===== src/rtl/cp0_pkg.sv =====
// rtl/cp0_pkg.sv - shared CP0 register numbers, field positions and exception codes
package cp0_pkg;

    localparam logic [4:0] CP0_BADVADDR = 5'd8;
    localparam logic [4:0] CP0_COUNT    = 5'd9;
    localparam logic [4:0] CP0_COMPARE  = 5'd11;
    localparam logic [4:0] CP0_SR       = 5'd12;
    localparam logic [4:0] CP0_CAUSE    = 5'd13;
    localparam logic [4:0] CP0_EPC      = 5'd14;
    localparam logic [4:0] CP0_PRID     = 5'd15;

    localparam int SR_IE    = 0;
    localparam int SR_EXL   = 1;
    localparam int IP_LSB   = 10;
    localparam int CAUSE_BD = 31;

    localparam logic [4:0] EXC_INT  = 5'd0;
    localparam logic [4:0] EXC_ADEL = 5'd4;
    localparam logic [4:0] EXC_ADES = 5'd5;

    // Which of the six IP/IM positions are backed by a real request source.
    function automatic logic [5:0] ip_line_mask(input int num_hwint, input int timer_en,
                                                input int timer_line);
        logic [5:0] m;
        m = '0;
        for (int i = 0; i < 6; i++) begin
            if (i < num_hwint || (timer_en != 0 && i == timer_line)) m[i] = 1'b1;
        end
        return m;
    endfunction

    // Restart address: the delay-slot instruction restarts at its branch.
    function automatic logic [31:0] epc_of(input logic [31:0] pc, input logic bd);
        logic [31:0] word_pc;
        word_pc = {pc[31:2], 2'b00};
        return bd ? word_pc - 32'd4 : word_pc;
    endfunction

endpackage


===== src/rtl/cp0_timer.sv =====
// rtl/cp0_timer.sv - Count/Compare interval timer with sticky match flag
//
// Ports:
//   clk, reset          clock, synchronous active-high reset
//   count_we_i          load din_i into Count instead of incrementing
//   compare_we_i        load din_i into Compare and clear the pending flag
//   din_i               write data
//   count_o, compare_o  current register values
//   pending_o           timer interrupt flag
module cp0_timer
    import cp0_pkg::*;
(
    input  logic        clk,
    input  logic        reset,
    input  logic        count_we_i,
    input  logic        compare_we_i,
    input  logic [31:0] din_i,
    output logic [31:0] count_o,
    output logic [31:0] compare_o,
    output logic        pending_o
);

    logic [31:0] count_q, count_d;
    logic [31:0] compare_q, compare_d;
    logic        pending_q, pending_d;

    always_comb begin
        count_d   = count_we_i ? din_i : count_q + 32'd1;
        compare_d = compare_we_i ? din_i : compare_q;
        pending_d = pending_q;
        // Match uses the pre-increment Count; a Compare write wins over a match.
        if (compare_we_i)              pending_d = 1'b0;
        else if (count_q == compare_q) pending_d = 1'b1;
    end

    always_ff @(posedge clk) begin
        if (reset) begin
            count_q   <= '0;
            compare_q <= '0;
            pending_q <= 1'b0;
        end else begin
            count_q   <= count_d;
            compare_q <= compare_d;
            pending_q <= pending_d;
        end
    end

    assign count_o   = count_q;
    assign compare_o = compare_q;
    assign pending_o = pending_q;

endmodule


===== src/rtl/cp0_ext.sv =====
// rtl/cp0_ext.sv - coprocessor 0: SR/Cause/EPC/PRId/BadVAddr, interval timer, HW interrupts
//
// Ports:
//   clk, reset      clock, synchronous active-high reset
//   a, din, we      mfc0/mtc0 register number, write data, write enable
//   pc, bd          M-stage PC and delay-slot flag
//   exc_valid/code  synchronous exception from M
//   bad_vaddr       faulting address for address-error exceptions
//   hw_int          external interrupt levels
//   eret            eret in M
//   int_req         take exception this cycle (combinational)
//   epc_out         current EPC
//   dout            mfc0 read data (combinational)
//   timer_pending   timer interrupt flag
module cp0_ext
    import cp0_pkg::*;
#(
    parameter int          NUM_HWINT  = 6,
    parameter int          TIMER_EN   = 1,
    parameter int          TIMER_LINE = 5,
    parameter logic [31:0] RESET_EPC  = 32'h0000_3000,
    parameter logic [31:0] PRID_VALUE = 32'h0000_0000
) (
    input  logic                 clk,
    input  logic                 reset,
    input  logic [4:0]           a,
    input  logic [31:0]          din,
    input  logic                 we,
    input  logic [31:0]          pc,
    input  logic                 bd,
    input  logic                 exc_valid,
    input  logic [4:0]           exc_code,
    input  logic [31:0]          bad_vaddr,
    input  logic [NUM_HWINT-1:0] hw_int,
    input  logic                 eret,
    output logic                 int_req,
    output logic [31:0]          epc_out,
    output logic [31:0]          dout,
    output logic                 timer_pending
);

    localparam logic [5:0] IP_MASK = ip_line_mask(NUM_HWINT, TIMER_EN, TIMER_LINE);

    logic [31:0] sr_q, sr_d;
    logic [31:0] cause_q, cause_d;
    logic [31:0] epc_q, epc_d;
    logic [31:0] bva_q, bva_d;
    logic [31:0] count_w, compare_w;
    logic        pending_w;
    logic [5:0]  ip_vec;
    logic        irq;
    logic        wr_ok;

    assign wr_ok = we & ~int_req;

    if (TIMER_EN != 0) begin : g_timer
        cp0_timer u_timer (
            .clk          (clk),
            .reset        (reset),
            .count_we_i   (wr_ok && a == CP0_COUNT),
            .compare_we_i (wr_ok && a == CP0_COMPARE),
            .din_i        (din),
            .count_o      (count_w),
            .compare_o    (compare_w),
            .pending_o    (pending_w)
        );
    end else begin : g_no_timer
        assign count_w   = '0;
        assign compare_w = '0;
        assign pending_w = 1'b0;
    end

    always_comb begin
        ip_vec = '0;
        ip_vec[NUM_HWINT-1:0] = hw_int;
        if (TIMER_EN != 0) ip_vec[TIMER_LINE] = ip_vec[TIMER_LINE] | pending_w;
        ip_vec = ip_vec & IP_MASK;
    end

    assign irq     = (|(ip_vec & sr_q[IP_LSB +: 6])) & sr_q[SR_IE] & ~sr_q[SR_EXL];
    assign int_req = ~reset & (irq | exc_valid);

    always_comb begin
        sr_d    = sr_q;
        cause_d = cause_q;
        epc_d   = epc_q;
        bva_d   = bva_q;
        cause_d[IP_LSB +: 6] = ip_vec;
        if (int_req) begin
            // Exception entry overrides eret and any mtc0 in the same cycle.
            sr_d[SR_EXL]      = 1'b1;
            epc_d             = epc_of(pc, bd);
            cause_d[CAUSE_BD] = bd;
            cause_d[6:2]      = irq ? EXC_INT : exc_code;
            if (!irq && (exc_code == EXC_ADEL || exc_code == EXC_ADES)) bva_d = bad_vaddr;
        end else begin
            if (we && a == CP0_SR)  sr_d  = din;
            if (eret)               sr_d[SR_EXL] = 1'b0;
            if (we && a == CP0_EPC) epc_d = din;
        end
    end

    always_ff @(posedge clk) begin
        if (reset) begin
            sr_q    <= '0;
            cause_q <= '0;
            epc_q   <= RESET_EPC;
            bva_q   <= '0;
        end else begin
            sr_q    <= sr_d;
            cause_q <= cause_d;
            epc_q   <= epc_d;
            bva_q   <= bva_d;
        end
    end

    always_comb begin
        dout = '0;
        case (a)
            CP0_BADVADDR: dout = bva_q;
            CP0_COUNT:    dout = count_w;
            CP0_COMPARE:  dout = compare_w;
            CP0_SR:       dout = sr_q;
            CP0_CAUSE:    dout = cause_q;
            CP0_EPC:      dout = epc_q;
            CP0_PRID:     dout = PRID_VALUE;
            default:      dout = '0;
        endcase
    end

    assign epc_out       = epc_q;
    assign timer_pending = pending_w;

endmodule


===== config.mk =====
export PLATFORM = sky130hd
export DESIGN_NAME = cp0_ext
export DESIGN_NICKNAME = d
export VERILOG_FILES = /design/src/rtl/cp0_pkg.sv /design/src/rtl/cp0_timer.sv /design/src/rtl/cp0_ext.sv
export SDC_FILE = /design/constraint.sdc
export NUM_CORES = 1
export LEC_CHECK = 0
export CAP_MARGIN = 20
export CORE_ASPECT_RATIO = 0.75
export CORE_UTILIZATION = 35
export DETAILED_ROUTE_END_ITERATION = 12
export HOLD_SLACK_MARGIN = 0.05
export PLACE_DENSITY_LB_ADDON = 0.12
export SLEW_MARGIN = 40
export SYNTH_ARGS = -nofsm -noshare
export SYNTH_HDL_FRONTEND = slang
export SYNTH_HIERARCHICAL = 1
export SYNTH_SLANG_ARGS = --single-unit

===== constraint.sdc =====
create_clock -name clk -period 3.1 [get_ports clk]
set_input_delay 0.62 -clock clk [delete_from_list [all_inputs] [get_ports clk]]
set_output_delay 0.62 -clock clk [all_outputs]
set_load 0.01 [all_outputs]

Word level (Yosys, flattened, before mapping)
Index checks and enable logic that the tools add are counted.
{ "op_classes": {"n_addsub": 2, "mux": 9, "eq_ne": 9, "reduce_logical": 13, "bitwise": 10} }
{ "ops": {"columns": ["op", "n"], "rows": [
  ["32-bit one-hot mux with 6 select lines", 1],
  ["32-bit two-way mux", 4],
  ["32-bit by 1-bit adder with 32-bit output (second input constant)", 1],
  ["32-bit equality test", 1],
  ["32-bit by 3-bit subtractor with 32-bit output (second input constant)", 1],
  ["5-bit by 4-bit equality test with 1-bit output (second input constant)", 6],
  ["5-bit by 3-bit equality test with 1-bit output (second input constant)", 2],
  ["6-bit bitwise AND", 1],
  ["6-bit OR reduction", 1],
  ["1-bit logical AND", 5],
  ["5-bit two-way mux", 1],
  ["1-bit bitwise AND", 4],
  ["2-bit AND reduction", 2],
  ["1-bit inverter", 3],
  ["3-bit nonzero test", 1],
  ["1-bit two-way mux", 2],
  ["2-bit two-way mux", 1],
  ["1-bit OR", 2],
  ["2-bit nonzero test", 1],
  ["2-bit OR reduction", 1],
  ["1-bit zero test", 1],
  ["1-bit logical OR", 1]
]} }
{ "totals": {"register_bits": 173, "output_inout_bits": 66, "wordCells": 52} }

Longest topological paths before layout
{ "depth": {"depth_word": 11, "depth_mapped": 9, "depth_no_buf": 8} }

By module
Netlist, hierarchy kept.
{ "modules_own_cells": {"columns": ["module", "area_per_inst_um2", "seq_area_each_um2", "n_inst", "cells_each"], "rows": [
  ["cp0_ext", 5585.4, 2162.1, 1, 683],
  ["cp0_timer", 3258.1, 1301.2, 1, 359]
]} }

Worst setup path before layout
OpenSTA, ideal clock, no wires.
{ "synth_timing": {"path_kind": "input to register", "from": "input hw_int[0]", "to": "register g_timer.u_timer.count_q[24], in the netlist g_timer.u_timer/count_o[24]", "setup_slack_ps": 282, "t_arrival_ps": 2733, "setup_time_ps": 86, "required_ps": 3014, "stages": 9, "cell_sequence": "a222oi_1 -> a311oi_1 -> nor2_1 -> o21ai_0 -> nor4_1 -> inv_1 -> clkbuf_1 -> buf_1 -> a211oi_1"} }
{ "synth_via": {"elab_chain_cells": 10} }
{ "synth_rtl": {"columns": ["item", "line", "text"], "rows": [
  ["from (decl)", "cp0_ext.sv:34", "input logic [NUM_HWINT-1:0] hw_int,"],
  ["6-bit bitwise AND", "cp0_ext.sv:80", "assign irq = (|(ip_vec & sr_q[IP_LSB +: 6])) & sr_q[SR_IE] & ~sr_q[SR_EXL];"],
  ["6-bit OR reduction", "cp0_ext.sv:80", null],
  ["1-bit bitwise AND (2 in series)", "cp0_ext.sv:80", null],
  ["1-bit OR", "cp0_ext.sv:81", "assign int_req = ~reset & (irq | exc_valid);"],
  ["1-bit bitwise AND", "cp0_ext.sv:81", null],
  ["1-bit inverter (no source line)", null, null],
  ["1-bit bitwise AND", "cp0_ext.sv:54", "assign wr_ok = we & ~int_req;"],
  ["1-bit logical AND", "cp0_ext.sv:60", ".count_we_i (wr_ok && a == CP0_COUNT),"],
  ["32-bit two-way mux", "cp0_timer.sv:28", "count_d = count_we_i ? din_i : count_q + 32'd1;"],
  ["to (signal assigned)", "cp0_timer.sv:42", "count_q <= count_d;"],
  ["to (decl)", "cp0_timer.sv:23", "logic [31:0] count_q, count_d;"]
]} }
Every way passes these cells.
A chain may end at the register's enable or synchronous reset.

Worst setup path after layout
{ "layout_timing": {"from": "input a[1]", "to": "output dout[16]"} }
{ "layout_via": {"elab_chain_cells": 2, "elab_cells_between_ends": 7, "classes_between": "eq/ne: 6; mux: 1"} }
{ "layout_rtl": {"columns": ["item", "line", "text"], "rows": [
  ["from (decl)", "cp0_ext.sv:26", "input logic [4:0] a,"],
  ["5-bit by 4-bit equality test with 1-bit output", "cp0_ext.sv:119", "case (a)"],
  ["32-bit one-hot mux with 6 select lines (*)", "cp0_ext.sv:119", null],
  ["to (decl)", "cp0_ext.sv:38", "output logic [31:0] dout,"]
]} }
Every way passes the cells marked *; elsewhere a longest branch is shown, timed or not.

==> results_dict.tcl <==
set metrics [dict create \
    dp_hpwl_um 24600 \
    htree_levels 4 \
    routedWlPerCell_um 21.4 \
    crit_start "a[1]" \
    crit_fanout 5 \
    cts_tree "yes" \
    placed_cells 1536 \
    place_congestion 0.911 \
    place_area_um2 11400 \
    dr.first_iter.drc_count 931 \
    r2r-end "g_timer.u_timer/count_o[12]" \
    syn_area_um2 8840 \
    coreArea_um2 24400 \
    die_w_um 186 \
    postSynthAreaPerCell_um2 8.49 \
    num_io_pins 184 \
    fin_skew_ns 0.0101 \
    num-fill-cells 2379 \
    setup_tns_ns 0 \
    slew_headroom 0.522 \
    ys_seq_area_frac 0.392 \
    netlist_instances 1042 \
    synth_cell_types 54 \
    io_buffers 181 \
    drive_gt1_frac 0.126 \
    routed_wirelength_um 33900 \
    final_cells 1583 \
    crit_end "dout[16]" \
    dieArea_um2 25900 \
    drc 0 \
    postRouteAntennaNets 0 \
    grt_use_total 0.261 \
    yosys_warnings 6 \
    die_h_um 140 \
    vias_per_cell 5.54 \
    grt_pass1_wl_um 50200 \
    critPathCaptureType "output pin" \
    start_util 0.362 \
    worst_pin_slew_ns 0.717 \
    cts_made_buffers 17 \
    fin_area_um2 12200 \
    fmax_mhz 329 \
    r2r_slack_ns 0.35 \
    first_pass_iters 7 \
    clockBufferDepth 2 \
    crit_arrival_ns 2.42 \
    cp.required_ns 2.48 \
    grt_pass1_vias 8106 \
    clock-sinks 173 \
    num_vias 8763 \
    clk_pin_slew_worst_paths_ns 0.06 \
    fin_nets 1357 \
    status "finished clean" \
    grt_max_degree 86 \
    fin_util 0.500 \
    synth-seq-cells 173 \
    peakVddDrop_mv 0.373 \
    critical_path_class "in -> out" \
    ff2ff_path_depth 10 \
    period_share 0.980 \
    syn_nets 1162 \
    power_leakage_nw 4.44 \
    hold_viol 0 \
    p_total_mw 5.12 \
    slew_viol_final 0 \
    grt_overflow 0 \
    min_period_ns 3.04 \
    worstReg2RegStart "g_timer.u_timer/pending_o" \
    timing.max_cap.violations 0 \
    antenna_found_initial 2 \
    rows 49 \
    clock-root-buffer "clkbuf_16" \
    hp-class "reg -> reg" \
    setup_viol 0 \
    crit_path_start_kind "input port" \
    syn_to_final_growth_pct 38.1 \
    clk_latency_ns 0.44 \
    powerDensity_nw_per_um2 419 \
]
==> report_power, final <==
| part | total, mW | internal (mW) | leakage, nW | switching (mW) |
|---|---|---|---|---|
| clock network | 2.17 | 1.23 | 0.284 | 0.936 |
| logic | 0.609 | 0.311 | 2.75 | 0.297 |
| registers | 2.34 | 2.28 | 1.41 | 0.0673 |
==> worst max-delay path: stages <==
cell and delay (ns):
clkdlybuf4s50_1 0.42, nand2b_4 0.18, buf_6 0.14, nor3_4 0.19
buf_4 0.17, buf_2 0.17, a22oi_1 0.10, nand2_1 0.14
dlygate4sd2_1 0.30
==> state kept, by name, indices dropped and copies added (netlist names) <==
register / count
cause_q: 12
g_timer.u_timer/compare_o: 32
g_timer.u_timer/count_o: 32
epc_out: 32
bva_q: 32
g_timer.u_timer/pending_o: 1
sr_q: 32
==> through the flow <==
| step | hold slack [ns] | worst slack [ns] |
|---|---|---|
| 6_report | 0.453 | 0.0616 |
| 3_3_place_gp | 0.439 | -0.325 |
| 5_1_grt | 0.473 | -0.00150 |
| 2_1_floorplan | 0.431 | 0.282 |
| 3_5_place_dp | 0.444 | -0.337 |
| 4_1_cts | 0.451 | -0.181 |
==> cell type report <==
type | instances | area [um^2] | share of cell area
multi-input cells | 780 | 5180 | 0.424
flip-flops and latches | 173 | 3460 | 0.284
repair buffers | 259 | 2550 | 0.209
clock buffers | 22 | 464 | 0.0380
well taps | 331 | 414 | 0.0339
clock inverters | 10 | 114 | 0.00932
inverters | 6 | 22.5 | 0.00184
diodes | 2 | 5.00 | 0.000410
==> layout by cell type, fill, tap and decap left out, types with 18 or more instances in the layout <==
| cell type | count |
|---|---|
| buf_4 | 56 |
| and3_1 | 18 |
| clkdlybuf4s50_1 | 141 |
| nor2_1 | 127 |
| dlygate4sd2_1 | 20 |
| mux2i_1 | 76 |
| nand3_1 | 45 |
| nand2_1 | 125 |
| a22oi_1 | 51 |
| xor2_1 | 30 |
| a211oi_1 | 43 |
| a21oi_1 | 43 |
| a222oi_1 | 21 |
| xnor2_1 | 57 |
| nand4_1 | 22 |
| dfxtp_1 | 173 |
==> cell families (layout without fill, tap and decap cells) <==
group | after synthesis | count (layout) | synth area share
AOI/OAI and AO/OA | 193 | 193 | 0.163
and+or+nand+nor | 421 | 421 | 0.228
other | 0 | 2 | 0
muxes | 77 | 77 | 0.0873
adders and majority gates | 2 | 2 | 0.00283
DFF | 173 | 173 | 0.392
buffers and inverters | 89 | 297 | 0.0410
xor gates and xnor gates | 87 | 87 | 0.0862
==> synth_stat cells (all sizes together) <==
cell type / count / area share
clkbuf: 61 / 0.026
a21o: 1 / 0.00085
mux2i: 76 / 0.086
and4: 1 / 0.00099
a22oi: 57 / 0.048
nor4bb: 1 / 0.0011
nand4b: 2 / 0.0020
xor2: 30 / 0.030
nor3b: 2 / 0.0017
or4: 3 / 0.0035
nor3: 23 / 0.014
o21a: 1 / 0.00085
a211oi: 48 / 0.044
dfxtp: 173 / 0.39
nor4b: 3 / 0.0030
nor2b: 8 / 0.0057
inv: 6 / 0.0025
nand2: 126 / 0.053
buf: 22 / 0.012
o21ai: 2 / 0.0011
a222oi: 21 / 0.024
a2111oi: 2 / 0.0020
nor2: 128 / 0.054
xnor2: 57 / 0.056
nand4: 23 / 0.017
o211ai: 1 / 0.00085
and2: 3 / 0.0021
mux2: 1 / 0.0013
or3: 5 / 0.0037
nand2b: 2 / 0.0014
or2: 4 / 0.0028
ha: 2 / 0.0028
nand3: 48 / 0.030
nand3b: 2 / 0.0017
o31a: 3 / 0.0031
nor4: 19 / 0.018
and3: 18 / 0.013
a311oi: 14 / 0.014
a21oi: 43 / 0.024
==> worst min path at each step <==
stage | slack (ns) | cells past startpoint | start | endpoint
2_1_floorplan | 0.43 | 2 | sr_q[16] | sr_q[16]
3_3_place_gp | 0.44 | 2 | sr_q[6] | sr_q[6]
3_5_place_dp | 0.44 | 2 | sr_q[30] | sr_q[30]
4_1_cts | 0.45 | 2 | sr_q[5] | sr_q[5]
5_1_grt | 0.47 | 2 | sr_q[26] | sr_q[26]
6_report | 0.45 | 2 | sr_q[5] | sr_q[5]
==> routing by layer <==
layer,wire length (um),vias to the layer above,global-route usage
li1,-,4170,-
met1,15600,4143,0.370
met2,15100,405,0.398
met3,2490,45,0.0513
met5,0,-,0
met4,692,0,0.0738
==> repair_timing <==
action	4_1_cts	5_1_grt
gates resized for setup	66	29
pin swaps	15	21
hold buffers	0	0
buffers inserted	8	1
cloned	5	0
endpoints found under the setup margin	33	43
Note: power is estimated with default switching activity, not from simulation.
==> RTL change 1: new RTL, same flow settings <==
`TIMER_EN`: 1 -> 0.
--- a/src/rtl/cp0_ext.sv
+++ b/src/rtl/cp0_ext.sv
@@ -16,7 +16,7 @@
     import cp0_pkg::*;
 #(
     parameter int          NUM_HWINT  = 6,
-    parameter int          TIMER_EN   = 1,
+    parameter int          TIMER_EN   = 0,
     parameter int          TIMER_LINE = 5,
     parameter logic [31:0] RESET_EPC  = 32'h0000_3000,
     parameter logic [31:0] PRID_VALUE = 32'h0000_0000
Check against the original RTL: not equivalent (Yosys sat finds a counterexample within 4 cycles, from zero or initial values and one cycle with reset high).
==> RTL change 1 against the original RTL <==
  * Final area fell by 36%
  * Worst setup slack improved by 65 ps
  * Sequential cell count is 65 lower
  * Routed wire length shrank 46%
  * Die area down 40%
  * Total power decreased by 40%
  * Sequential share of layout area shrank 0.52 points
  * Synthesized area fell by 40%
  * Critical endpoint is now dout[31]
  * Largest cell class unchanged
  * Largest power group unchanged
  * Highest routed layer unchanged
==> RTL change 1: results (changes against the original RTL) <==
Outcome = finished, final reports clean
Clock latency on the worst-skew pair = 350 ps (-90 ps)
Reg-to-reg endpoint = epc_out[23]
Mux share of post-synthesis cell area = 15.4% (+6.6 points)
GRT overflow = 0 (unchanged)
VDD IR max = 0.000207 V (-45%)
Placed Cells = 960 (-38%)
Layout cells sized above 1 = 8.70% (-3.9 points)
Leak = 3.55 nW (-20%)
Initial antenna violation count = 0 (-2)
Hold EP = sr_q[31]
Post-Syn Area = 0.00530 mm² (-40%)
Reg2reg start = sr_q[10]
DRT iter0 DRCs = 501 (-46%)
First-pass GRT wire length = 27900 µm (-44%)
Placement Cell Area = 0.00740 mm² (-35%)
WHS = 462 ps (+9.01 ps)
Hold wc startpoint = sr_q[31]
Slowest stage delay, CP = 550 ps (+130 ps)
Avg Vias per Cell = 5.30 (-4.2%)
Seq/Total Area, Yosys = 40.8% (+1.6 points)
Post-synthesis xor/xnor area fraction = 4.46% (-4.2 points)
Worst EP arrival = 2350 ps (-70 ps)
Top cells by count, synth = dfxtp_1, mux2i_1, nor2_1, nand2_1, clkbuf_1
Clock skew = 5.61 ps (-4.45 ps)
Synthesized Nets = 721 (-38%)
Vias = 5207 (-41%)
Compound-cell area share of the yosys netlist = 15.7% (-0.55 points)
Total CTS buffers = 9 (-8)
Post-DP HPWL = 13200 µm (-46%)
Fill cells = 1394 (-41%)
Top post-synthesis cells by area = dfxtp_1, mux2i_1, nor2_1
Adder-cell share of the synthesized area = 0.236% (-0.047 points)
Clock Tree Root = clkbuf_16
Distinct cells, synth = 49 (-9.3%)
Final nets = 897 (-34%)
1st-pass router iterations = 7 (unchanged)
Mean Syn Cell Area = 8.81 µm² (+3.8%)
Ant. Diodes = 0 (-2)
Placer Congestion = 0.874 (-4.1%)
H-tree Lvls = 3 (-1)
R2r worst-path depth = 6 (-4)
Drt total wl = 18400 µm (-46%)
R2r setup slk = 600 ps (+250 ps)
Slew headroom = 59.2% (+7.0 points)
Total global routing track utilization = 23.7% (-2.3 points)
Vias in the first global route = 5037 (-38%)
Slowest CP cell = clkdlybuf4s50_1
Largest net degree at the start of global routing = 54 (-37%)
Port bufs = 180 (-0.55%)
Worst Path Max Fanout = 17 (+12)
Asr flop ratio synth = 0% (unchanged)
RTL change 1: cells by family (layout without fill, tap and decap cells):
logic type	count (synthesis)	count (layout)
AO/OA/AOI/OAI	114	114
XOR/XNOR	27	27
adder cells (fa/ha/maj)	1	1
buffers and inverters	73	253
flip-flops	108	108
multiplexers	81	81
other	1	1
AND/OR/NAND/NOR	197	197
RTL change 1: worst max path at each step:
stage               from          end  slack (ps)
2_1_floorplan  exc_valid      int_req         630
3_3_place_gp        a[2]     dout[31]        -200
3_5_place_dp        a[2]     dout[31]        -240
4_1_cts             a[1]      dout[9]          30
5_1_grt        hw_int[0]  epc_out[23]          50
6_report            a[3]     dout[31]         130
RTL change 1: repair_timing:
| item | CTS | global route |
|---|---|---|
| endpoints found under the setup margin | 33 | 1 |
| gates cloned | 1 | 0 |
| buffers inserted | 4 | 2 |
| pin swaps | 1 | 1 |
| resized for setup | 50 | 2 |
RTL change 1: per-stage QoR:
step           util, %  setup slack (ps)  TNS [ps]
6_report          53.0               126         0
2_1_floorplan        -               629         0
4_1_cts           52.9              29.1         0
3_3_place_gp      50.5              -203     -5940
5_1_grt           53.0              46.9         0
3_5_place_dp      50.5              -238     -7840
RTL change 1: per-layer routing:
metal	up-vias	global-route usage, %	wire length, µm
li1	2521	-	-
met1	2488	34.7	9030
met2	190	36.1	8050
met3	8	4.07	1170
met4	0	5.17	125
met5	-	0	0
RTL change 1: tightest hold or removal path, delay by kind of cell (launching register included):
kind | cells | cell delay, ps
simple gates | 1 | 50
flops | 1 | 310
compound gates | 1 | 50
RTL change 1: report_power, final:
part           internal, mW  total, mW  switching [mW]
clock                 0.643       1.15           0.509
sequential             1.43       1.46          0.0321
combinational         0.253      0.452           0.198
RTL change 1: area by class of cell:
class,count,area (µm²),area share (%)
tap,200,250,3.22
timing repair buffer,213,2050,26.4
multi-input combinational,421,2920,37.5
inverter,25,93.8,1.21
clock inverter,4,50.0,0.645
clock buffer,11,243,3.13
sequential,108,2160,27.8
==> RTL change 2: new RTL, same flow settings <==
Without the edit above. Register the output `timer_pending`, with the module's reset; this adds one clock of latency there. The other outputs are not delayed to match.
--- a/src/rtl/cp0_ext.sv
+++ b/src/rtl/cp0_ext.sv
@@ -129,7 +129,13 @@
     end
 
     assign epc_out       = epc_q;
-    assign timer_pending = pending_w;
+    always_ff @(posedge clk) begin
+        if (reset) begin
+            timer_pending <= '0;
+        end else begin
+            timer_pending <= pending_w;
+        end
+    end
 
 endmodule
 
Behaviour: not the same (a bounded check fails within 4 cycles, from zero or initial values and one cycle with reset high).
==> RTL change 2 against the original RTL <==
  * The flow now finishes with violations (DRC)
  * Cell count shrank 1.6%
  * Worst setup slack lost 23 ps
  * Non-clock buffer count shrank 22
  * Count of clock-buffer cells in the layout is the same
  * Clock skew shrank 1.3 ps
  * Register-to-register slack gained 260 ps
  * First-iteration DRC count shrank 9.3%
  * Total power shrank 2.6%
  * Sequential cell count grew 1
  * Combinational power shrank 3%
  * Global-route usage shrank 0.10 points
  * Final area shrank 1.9%
  * Synthesized area grew 0.23%
  * Routed wire length shrank 1.7%
  * Critical endpoint is now dout[9]
  * Highest routed layer unchanged
==> RTL change 2: results (changes against the original RTL) <==
Mux share of post-synthesis cell area = 10.3% (+1.6 points)
Adder-cell share of the synthesized area = 0.282% (-0.00064 points)
Seq/Total Area, Yosys = 39.3% (+0.14 points)
Outcome = complete, but fails checks
Multi-input logic area = 0.00512 mm² (-1.0%)
Clock-cell share = 4.49% (-0.24 points)
PwrDens = 416 mW/mm² (-0.70%)
Worst EP arrival = 2440 ps (+20 ps)
Layout Cells excl Fill = 1558 (-1.6%)
Compound-cell area share of the yosys netlist = 15.9% (-0.38 points)
Ant. Diodes = 0 (-2)
Layout cells sized above 1 = 11.6% (-1.1 points)
Residual DRC = 1 (+1)
Worst Path Max Fanout = 15 (+10)
Failing checks = DRC
Routed wl met3 = 2480 µm (-0.44%)
Top cells by count, synth = dfxtp_1, nor2_1, nand2_1, mux2i_1, xnor2_1
Post-place setup slack = -306 ps (+30.9 ps)
Post-synthesis xor/xnor area fraction = 8.50% (-0.12 points)
Synthesized Nets = 1151 (-0.95%)
VDD IR max = 0.000332 V (-11%)
Register area = 0.00348 mm² (+0.58%)
Met3 Resource Use GR = 5.50% (+0.37 points)
Global-route met2 utilization = 35.1% (-4.7 points)
Distinct cells, synth = 55 (+1.9%)
[RTL change 2: timing repair]
action                     in CTS  in global routing
pin swaps                       3                 13
hold buffers                    0                  0
setup buffers                   2                  2
setup endpoints to repair      33                 33
gates resized for setup        46                 50
gates cloned                    1                  0
[RTL change 2: path summary, 6_finish.rpt]
| path | startpoint | to | slack (ps) | cells after the start |
|---|---|---|---|---|
| hold / removal | sr_q[9] | sr_q[9] | 450 | 2 |
| setup reg to reg | sr_q[11] | g_timer.u_timer/count_o[12] | 610 | 9 |
| setup / recovery | a[2] | dout[9] | 40 | 9 |
| hold reg to reg | sr_q[9] | sr_q[9] | 450 | 2 |
[RTL change 2: worst max-delay path: stages]
cell and delay [ps]:
clkdlybuf4s50_1 480, inv_1 60, or3_4 360, nor2_4 170, buf_12 130, buf_12 150, a22oi_1 80, nand2_1 140
clkdlybuf4s15_1 260
[RTL change 2: report_power, final]
part	internal (mW)	switching (mW)
Sequential	2.29	0.0763
Clock	1.15	0.876
Combinational	0.304	0.289
